[src/rtl/mcycle_seq_pkg.sv]
// Shared encodings for the multi-cycle multiply/divide sequencer:
// operation codes, FSM states and small op-decoding helpers.
package mcycle_seq_pkg;

  typedef enum logic [1:0] {
    MC_MULU = 2'b00,
    MC_MULS = 2'b01,
    MC_DIVU = 2'b10,
    MC_DIVS = 2'b11
  } mc_op_e;

  typedef enum logic [1:0] {
    ST_IDLE = 2'b00,
    ST_RUN  = 2'b01,
    ST_DONE = 2'b10
  } mc_state_e;

  function automatic logic op_is_div(input mc_op_e op);
    return op[1];
  endfunction

  function automatic logic op_is_signed(input mc_op_e op);
    return op[0];
  endfunction

endpackage

[src/rtl/mcycle_addsub.sv]
// WIDTH+1-bit adder/subtractor shared by the multiply add step and the
// divide trial subtract; carry is the carry-out (add) or borrow (sub).
module mcycle_addsub #(
  parameter int WIDTH = 32
) (
  input  logic [WIDTH:0]   a,
  input  logic [WIDTH-1:0] b,
  input  logic             sub,
  output logic [WIDTH:0]   sum,
  output logic             carry
);

  logic [WIDTH+1:0] full;

  always_comb begin
    if (sub) full = {1'b0, a} - {2'b00, b};
    else     full = {1'b0, a} + {2'b00, b};
  end

  assign sum   = full[WIDTH:0];
  assign carry = full[WIDTH+1];

endmodule

[src/rtl/mcycle_seq.sv]
// Multi-cycle multiply/divide sequencer: one shift-and-add (multiply) or
// restoring shift-and-subtract (divide) step per clock, on operand magnitudes.
module mcycle_seq
  import mcycle_seq_pkg::*;
#(
  parameter int WIDTH = 32
) (
  input  logic             CLK,
  input  logic             RESETn,
  input  logic             Start,
  input  logic [1:0]       MCycleOp,
  input  logic [WIDTH-1:0] Operand1,
  input  logic [WIDTH-1:0] Operand2,
  output logic [WIDTH-1:0] Result1,
  output logic [WIDTH-1:0] Result2,
  output logic             Busy,
  output logic             Done
);

  localparam int CW = $clog2(WIDTH + 1);
  localparam logic [CW-1:0] LAST = CW'(WIDTH);

  mc_state_e        state_q, state_d;
  logic             is_div_q, is_div_d;
  logic             neg_q, neg_d;
  logic             rem_neg_q, rem_neg_d;
  logic [WIDTH-1:0] opnd_q, opnd_d;
  logic [WIDTH-1:0] hi_q, hi_d;
  logic [WIDTH-1:0] lo_q, lo_d;
  logic [CW-1:0]    count_q, count_d;
  logic [WIDTH-1:0] result1_q, result1_d;
  logic [WIDTH-1:0] result2_q, result2_d;
  logic             done_q, done_d;

  mc_op_e           op_in;
  logic             accept;
  logic             a_neg, b_neg;
  logic [WIDTH-1:0] a_mag, b_mag;

  assign op_in  = mc_op_e'(MCycleOp);
  assign accept = Start && (state_q == ST_IDLE || state_q == ST_DONE);
  assign a_neg  = op_is_signed(op_in) & Operand1[WIDTH-1];
  assign b_neg  = op_is_signed(op_in) & Operand2[WIDTH-1];
  assign a_mag  = a_neg ? -Operand1 : Operand1;
  assign b_mag  = b_neg ? -Operand2 : Operand2;

  // hi/lo double as {hi,lo} product accumulator (multiply) or rem/quo (divide).
  logic [WIDTH:0]     add_a, add_sum, mul_ext;
  logic               add_carry;
  logic [2*WIDTH-1:0] prod_fin;
  logic [WIDTH-1:0]   quo_fin, rem_fin;

  assign add_a = is_div_q ? {hi_q, lo_q[WIDTH-1]} : {1'b0, hi_q};

  mcycle_addsub #(.WIDTH(WIDTH)) u_addsub (
    .a     (add_a),
    .b     (opnd_q),
    .sub   (is_div_q),
    .sum   (add_sum),
    .carry (add_carry)
  );

  assign mul_ext  = lo_q[0] ? add_sum : {1'b0, hi_q};
  assign prod_fin = neg_q ? -{hi_q, lo_q} : {hi_q, lo_q};
  assign quo_fin  = neg_q ? -lo_q : lo_q;
  assign rem_fin  = rem_neg_q ? -hi_q : hi_q;

  always_comb begin
    // NOTE: every _d gets a default from its _q first so no path leaves a
    // variable unassigned, which would otherwise infer a latch.
    state_d   = state_q;
    is_div_d  = is_div_q;
    neg_d     = neg_q;
    rem_neg_d = rem_neg_q;
    opnd_d    = opnd_q;
    hi_d      = hi_q;
    lo_d      = lo_q;
    count_d   = count_q;
    result1_d = result1_q;
    result2_d = result2_q;
    done_d    = 1'b0;

    unique case (state_q)
      ST_RUN: begin
        if (count_q == LAST) begin
          if (is_div_q) begin
            result1_d = quo_fin;
            result2_d = rem_fin;
          end else begin
            result1_d = prod_fin[WIDTH-1:0];
            result2_d = prod_fin[2*WIDTH-1:WIDTH];
          end
          done_d  = 1'b1;
          state_d = ST_DONE;
        end else begin
          count_d = count_q + 1'b1;
          if (is_div_q) begin
            if (!add_carry) begin
              hi_d = add_sum[WIDTH-1:0];
              lo_d = {lo_q[WIDTH-2:0], 1'b1};
            end else begin
              hi_d = {hi_q[WIDTH-2:0], lo_q[WIDTH-1]};
              lo_d = {lo_q[WIDTH-2:0], 1'b0};
            end
          end else begin
            hi_d = mul_ext[WIDTH:1];
            lo_d = {mul_ext[0], lo_q[WIDTH-1:1]};
          end
        end
      end
      default: begin
        if (accept) begin
          state_d  = ST_RUN;
          is_div_d = op_is_div(op_in);
          neg_d    = a_neg ^ b_neg;
          count_d  = '0;
          if (op_is_div(op_in)) begin
            opnd_d    = b_mag;
            hi_d      = '0;
            lo_d      = a_mag;
            rem_neg_d = a_neg;
            // Divide by zero preloads the final answer and skips the iterations.
            if (Operand2 == '0) begin
              hi_d      = Operand1;
              lo_d      = '1;
              neg_d     = 1'b0;
              rem_neg_d = 1'b0;
              count_d   = LAST;
            end
          end else begin
            opnd_d    = a_mag;
            hi_d      = '0;
            lo_d      = b_mag;
            rem_neg_d = 1'b0;
          end
        end else begin
          state_d = ST_IDLE;
        end
      end
    endcase
  end

  always_ff @(posedge CLK or negedge RESETn) begin
    if (!RESETn) begin
      state_q   <= ST_IDLE;
      is_div_q  <= 1'b0;
      neg_q     <= 1'b0;
      rem_neg_q <= 1'b0;
      opnd_q    <= '0;
      hi_q      <= '0;
      lo_q      <= '0;
      count_q   <= '0;
      result1_q <= '0;
      result2_q <= '0;
      done_q    <= 1'b0;
    end else begin
      // NOTE: non-blocking assignments so every flop samples the pre-edge
      // values regardless of statement order.
      state_q   <= state_d;
      is_div_q  <= is_div_d;
      neg_q     <= neg_d;
      rem_neg_q <= rem_neg_d;
      opnd_q    <= opnd_d;
      hi_q      <= hi_d;
      lo_q      <= lo_d;
      count_q   <= count_d;
      result1_q <= result1_d;
      result2_q <= result2_d;
      done_q    <= done_d;
    end
  end

  assign Busy    = accept || (state_q == ST_RUN);
  assign Done    = done_q;
  assign Result1 = result1_q;
  assign Result2 = result2_q;

endmodule

[config.mk]
export PLATFORM = sky130hd
export DESIGN_NAME = mcycle_seq
export DESIGN_NICKNAME = d
export VERILOG_FILES = /design/src/rtl/mcycle_seq_pkg.sv /design/src/rtl/mcycle_addsub.sv /design/src/rtl/mcycle_seq.sv
export SDC_FILE = /design/constraint.sdc
export NUM_CORES = 1
export LEC_CHECK = 0
export CORE_MARGIN = 3
export CORE_UTILIZATION = 54
export DETAILED_ROUTE_END_ITERATION = 12
export PLACE_DENSITY = 0.87
export SYNTH_ARGS = -nofsm -noshare
export SYNTH_HDL_FRONTEND = slang
export SYNTH_SLANG_ARGS = --single-unit
[constraint.sdc]
create_clock -name CLK -period 4.8 [get_ports CLK]
set_input_delay 1.2 -clock CLK [delete_from_list [all_inputs] [get_ports CLK]]
set_output_delay 1.2 -clock CLK [all_outputs]
set_load 0.005 [all_outputs]
# [Yosys cells after proc, flatten, opt, wreduce, memory -nomap -nowiden]
# Cells that the tools add are included.
[word_totals] register_bits=172
[classes] n_reduce_logical=9 muxes=39 addsub=8 bitwise=4 n_eq_ne=5
[op_table] op="$mux W32" n=20
[op_table] op="$neg A32 Y32" n=4
[op_table] op="$mux W33" n=2
[op_table] op="$mux W64" n=1
[op_table] op="$neg A64 Y64" n=1
[op_table] op="$add A33 B32 Y34" n=1
[op_table] op="$mux W34" n=1
[op_table] op="$sub A33 B32 Y34" n=1
[op_table] op="$logic_not A32 Y1" n=1
[op_table] op="$mux W6" n=5
[op_table] op="$mux W1" n=8
[op_table] op="$add A6 B1 Y6 const B" n=1
[op_table] op="$eq A6 B6 Y1 const B" n=1
[op_table] op="$reduce_and A2 Y1" n=3
[op_table] op="$mux W2" n=2
[op_table] op="$ne A2 B2 Y1 const B" n=2
[op_table] op="$and A1 B1 Y1" n=2
[op_table] op="$eq A2 B1 Y1 const B" n=1
[op_table] op="$eq A2 B2 Y1 const B" n=1
[op_table] op="$logic_not A2 Y1" n=1
[op_table] op="$logic_or A1 B1 Y1" n=2
[op_table] op="$reduce_bool A2 Y1" n=1
[op_table] op="$logic_and A1 B1 Y1" n=1
[op_table] op="$not A1 Y1" n=1
[op_table] op="$xor A1 B1 Y1" n=1

# [Depth between registers and ports, before layout]
[depth] ltp_word=7 depth_mapped=22

# [Cells and area by module]
# Synthesis repeated with hierarchy kept, for this count alone.
[unflattened] cells_unflattened=1915 hier_area_um2=15229.6
[by_module_without_submodules] module="mcycle_seq" n_inst=1 cells_each=1534 area_each_um2=12538.3
[by_module_without_submodules] module="mcycle_addsub" n_inst=1 cells_each=381 area_each_um2=2691.3

# [Worst setup path before layout]
# Ideal clock, no wire load.
[synth_timing] path_kind="register to register" start="reg opnd_q[0]" end="reg hi_q[13]" setup_ps=123 setup_slack_ps=120 arrival_time_ps=4557 stages_incl_launch_ff=21 path_buffers=2 synth_period_minus_slack_ps=4680 cell_sequence="dfrtp_1 -> inv_1 -> ha_1 -> or3b_2 -> nor3_4 -> nand2_1 -> nor4_1 -> nor2_1 -> xnor2_1 -> ha_1 -> buf_6 -> a21o_1 -> a221o_1 -> and4b_4 -> or2_0 -> a221o_1 -> or2_4 -> buf_12 -> mux2_4 -> a221oi_2 -> o21ai_1"
[synth_via] elab_chain_len=6 word_cells_on_any_way=8 classes_between="add/sub: 2; mux: 6"
[synth_rtl] element="from (decl)" line_no="mcycle_seq.sv:27" rtl="logic [WIDTH-1:0] opnd_q, opnd_d;"
[synth_rtl] element="from (signal assigned)" line_no="mcycle_seq.sv:163" rtl="opnd_q <= opnd_d;"
[synth_rtl] element="$add A33 B32 Y34 or $sub A33 B32 Y34 (tied branches)" line_no="mcycle_addsub.sv:17, mcycle_addsub.sv:16"
[synth_rtl] element="$mux W34 *" line_no="mcycle_addsub.sv:16" rtl="if (sub) full = {1'b0, a} - {2'b00, b};"
[synth_rtl] element="$mux W33 or $mux W32 (tied branches)" line_no="mcycle_seq.sv:63, mcycle_seq.sv:98"
[synth_rtl] element="$mux W32 *" line_no="mcycle_seq.sv:97" rtl="if (is_div_q) begin"
[synth_rtl] element="$mux W32 *" line_no="mcycle_seq.sv:85" rtl="if (count_q == LAST) begin"
[synth_rtl] element="$mux W32 *" line_no="mcycle_seq.sv:83" rtl="unique case (state_q)"
[synth_rtl] element="to (signal assigned)" line_no="mcycle_seq.sv:164" rtl="hi_q <= hi_d;"
[synth_rtl] element="to (decl)" line_no="mcycle_seq.sv:28" rtl="logic [WIDTH-1:0] hi_q, hi_d;"
# Mark *: on every way between the ends. The rest lies on a longest branch, timed or not. The select of a mux whose other input is x is not followed.
# A chain may end at the register's enable or synchronous reset.

# [Worst setup path after layout]
[layout_timing] start="reg opnd_q[5]" end="reg hi_q[13]"
# The elaborated chain is that of the path after synthesis.

==> flow_summary.yaml <==
floorplanning:
  design.core.area_mm2: 0.0264
  rows: 59
  dieHeight_um: 171
  start_util_pct: 55.6
  ios: 135
  dieArea_mm2: 0.0292
  die_width_um: 171
timing:
  clock.fmax_mhz: 212
  maxSlewViolCount: 0
  period_share_pct: 98.1
  rsz0062_at_grt: "true"
  hold_viol: 0
  skew_ps: 21.9
  period_needed_ps: 4710
  setup-violations-final: 0
  slew_headroom_pct: 23.3
  worst_slack_ps: 91.3
  worst_pin_slew_ps: 1150
clocking:
  cts-buffers-inserted: 17
  cts_buffer_depth: 2
  root_buffer: "clkbuf_16"
  clk_latency_ps: 460
  htree_levels: 4
  clock-sinks: 172
  holdBufCountCts: 0
  cts_tree: "done"
  clk_pin_slew_ps: 90
pwr:
  p_clk_share_pct: 9.3
  combinationalPowerShare_pct: 72.6
  seqPwrFrac_pct: 18.2
  ir_drop_v: 0.000491
  p_int_mw: 7.76
  p_sw_share_pct: 52.1
  power_switching_mw: 8.45
  p_leak_nw: 7.27
  p_per_area_mw_per_mm2: 915
  power_mw: 16.2
route:
  drtIter0Drc: 2128
  ant_nets: 0
  vias: 15600
  drc: 0
  totalWireLength_um: 53800
  vias_per_cell: 6.62
  dr.pass1.iters: 6
  wl_per_cell_um: 22.9
logic_synthesis:
  synth.mux.area_fraction_pct: 6.70
  synth_compound_area_share_pct: 24.4
  async_reset_ff_share_pct: 100
  synth-xor-area-share_pct: 10.7
  synthFlopType: "dfrtp_1"
  synth_seq_area_share_pct: 29.3
  synthSimpleGateAreaFrac_pct: 20.6
  synthAdderAreaFrac_pct: 3.46
  syn_area_per_cell_um2: 7.92
  yosysWarnings: 0
  synth_top_family_by_area: "compound AO/OA/AOI/OAI gates"
  synthesis.nets: 1963
  ys_ff_latch: 172
  synth_cells: 1854
  synth.cell_area_mm2: 0.0147
  synth_edf_count: 0
  synth_cell_types: 90
grt:
  grt_pass1_vias: 14300
  grtUsageMet1_pct: 50.2
  grt_first_pass_wirelength_um: 82200
  grt_antenna_before_repair: 2
  grt_use_met3_pct: 8.57
  overflow: 0
  grt_usage_pct: 36.3
  grt_max_degree: 119
  met2_usage_pct: 54.4
  top_usage_layer: "met2"
setup_path:
  regToRegSetupSlack_ps: 90
  setup.worst_path.class: "flop to flop"
  worst_path_largest_cell_delay_ps: 560
  critPathSlowestCell: "or4_4"
  worstPathCellList: "or4_4, nor3_4, nand2_2, nor4_4, buf_4, nor3b_4, a21oi_2, xnor2_1, ha_1, a21oi_2, o21a_1, o21ai_2, or2_1, a221o_1, or2_4, mux2_4, a221oi_2, o21ai_1"
  crit_arrival_ps: 5010
  cp_common_cell: "a21oi_2"
  required_ps: 5100
  startpoint_type: "flop"
  cp_max_fo: 5
  end_kind: "flop"
place:
  post-place-ws_ps: -229
  place_area_mm2: 0.0169
  gp_congestion: 1.04
  portBuffers: 134
  dp_hpwl_um: 41200
final_layout:
  drive_above_1_share_pct: 13.3
  stdcell_area_mm2: 0.0177
  final_cell_mix: "nand2_1 (243), o21ai_0 (184), dfrtp_1 (171)"
  final_util_pct: 67.0
  final_nets: 2110
  final_common_cell: "nand2_1"
  area_delta_synth_final_pct: 20.6
min_path:
  hp-class: "flop to flop"
run:
  cap_violations: 0
status:
  status: "complete, no violations"
power by group through the flow:
stage               Clock [mW]  Combinational, mW  Sequential [mW]
floorplan                    0               7.79             2.47
global placement             0               10.9             2.88
detailed placement           0               11.0             2.91
CTS                       1.50               11.2             2.89
global route              1.56               12.6             3.02
finish                    1.50               11.8             2.95
through the flow:
step / std cells / setup TNS, ps / hold slack [ps]
finish: 2350 / 0 / 482
global route: 2349 / -277 / 506
CTS: 2344 / 0 / 487
detailed placement: 2308 / -3610 / 469
global placement: 2308 / -115 / 460
floorplan: 1854 / 0 / 473
state kept, by name, indices dropped and copies added, names as in the netlist:
| register | count |
|---|---|
| hi_q | 32 |
| Result1 | 32 |
| count_q | 6 |
| opnd_q | 32 |
| lo_q | 32 |
| is_div_q | 1 |
| state_q | 2 |
| neg_q | 1 |
| Result2 | 32 |
| rem_neg_q | 1 |
| Done | 1 |
what timing repair did:
action / CTS / global route
setup buffers: 2 / 5
cloned: 2 / 0
resized for setup: 7 / 24
pin swaps: 4 / 8
hold endpoints to repair: 0 / 0
endpoints found under the setup margin: 30 / 33
logic make-up after synthesis:
| group | Yosys count |
|---|---|
| simple gates | 626 |
| compound gates | 566 |
| xor+xnor | 179 |
| buf+inv | 178 |
| flops | 172 |
| mux | 93 |
| fa+ha+maj | 40 |
synthesized netlist by cell type, types with 17 or more instances:
| cell | instances | area share [%] |
|---|---|---|
| nand2_1 | 245 | 6.3 |
| inv_1 | 39 | 1.0 |
| mux2_2 | 34 | 2.6 |
| o31ai_1 | 30 | 1.5 |
| clkbuf_1 | 114 | 2.9 |
| dfrtp_1 | 172 | 29 |
| ha_1 | 39 | 3.3 |
| nor3_1 | 61 | 2.1 |
| xor2_1 | 85 | 5.1 |
| xnor2_1 | 94 | 5.6 |
| mux2i_1 | 57 | 3.9 |
| nor2_1 | 146 | 3.7 |
| nand3_1 | 23 | 0.78 |
| a31oi_1 | 30 | 1.3 |
| a211oi_1 | 17 | 0.87 |
| o21ai_0 | 186 | 6.3 |
| a21oi_1 | 138 | 4.7 |
worst max-delay path, delay by kind of cell (launching register included):
| family | cells | cell delay, ps |
|---|---|---|
| xor+xnor | 1 | 260 |
| simple gates | 7 | 1820 |
| flops | 1 | 410 |
| mux | 1 | 320 |
| fa+ha+maj | 1 | 340 |
| compound gates | 7 | 1240 |
| buf+inv | 1 | 170 |
routing by layer:
metal | share of wire [%] | routed length [µm]
met2 | 43 | 23300
met3 | 11 | 6180
met1 | 41 | 21900
met5 | 0.043 | 23
met4 | 4.5 | 2440
cell type report:
class / count / area [µm²]
Multi-Input combinational cell: 1506 / 9820
Fill cell: 2237 / 8710
Sequential cell: 172 / 4310
Timing Repair Buffer: 264 / 2370
Clock buffer: 17 / 425
Tap cell: 335 / 419
Clock inverter: 15 / 220
Inverter: 40 / 150
Antenna cell: 1 / 2.50
path summary, 6_finish.rpt:
path,cells after the start,start,endpoint
worst min-delay path,2,Result2[2],Result2[2]
min in group asynchronous,1,RESETn,opnd_q[14]
max in group asynchronous,2,RESETn,hi_q[14]
worst max-delay path,18,opnd_q[5],hi_q[13]
worst min register to register,2,Result2[2],Result2[2]
worst max register to register,18,opnd_q[5],hi_q[13]
(Power assumes the default switching activity.)
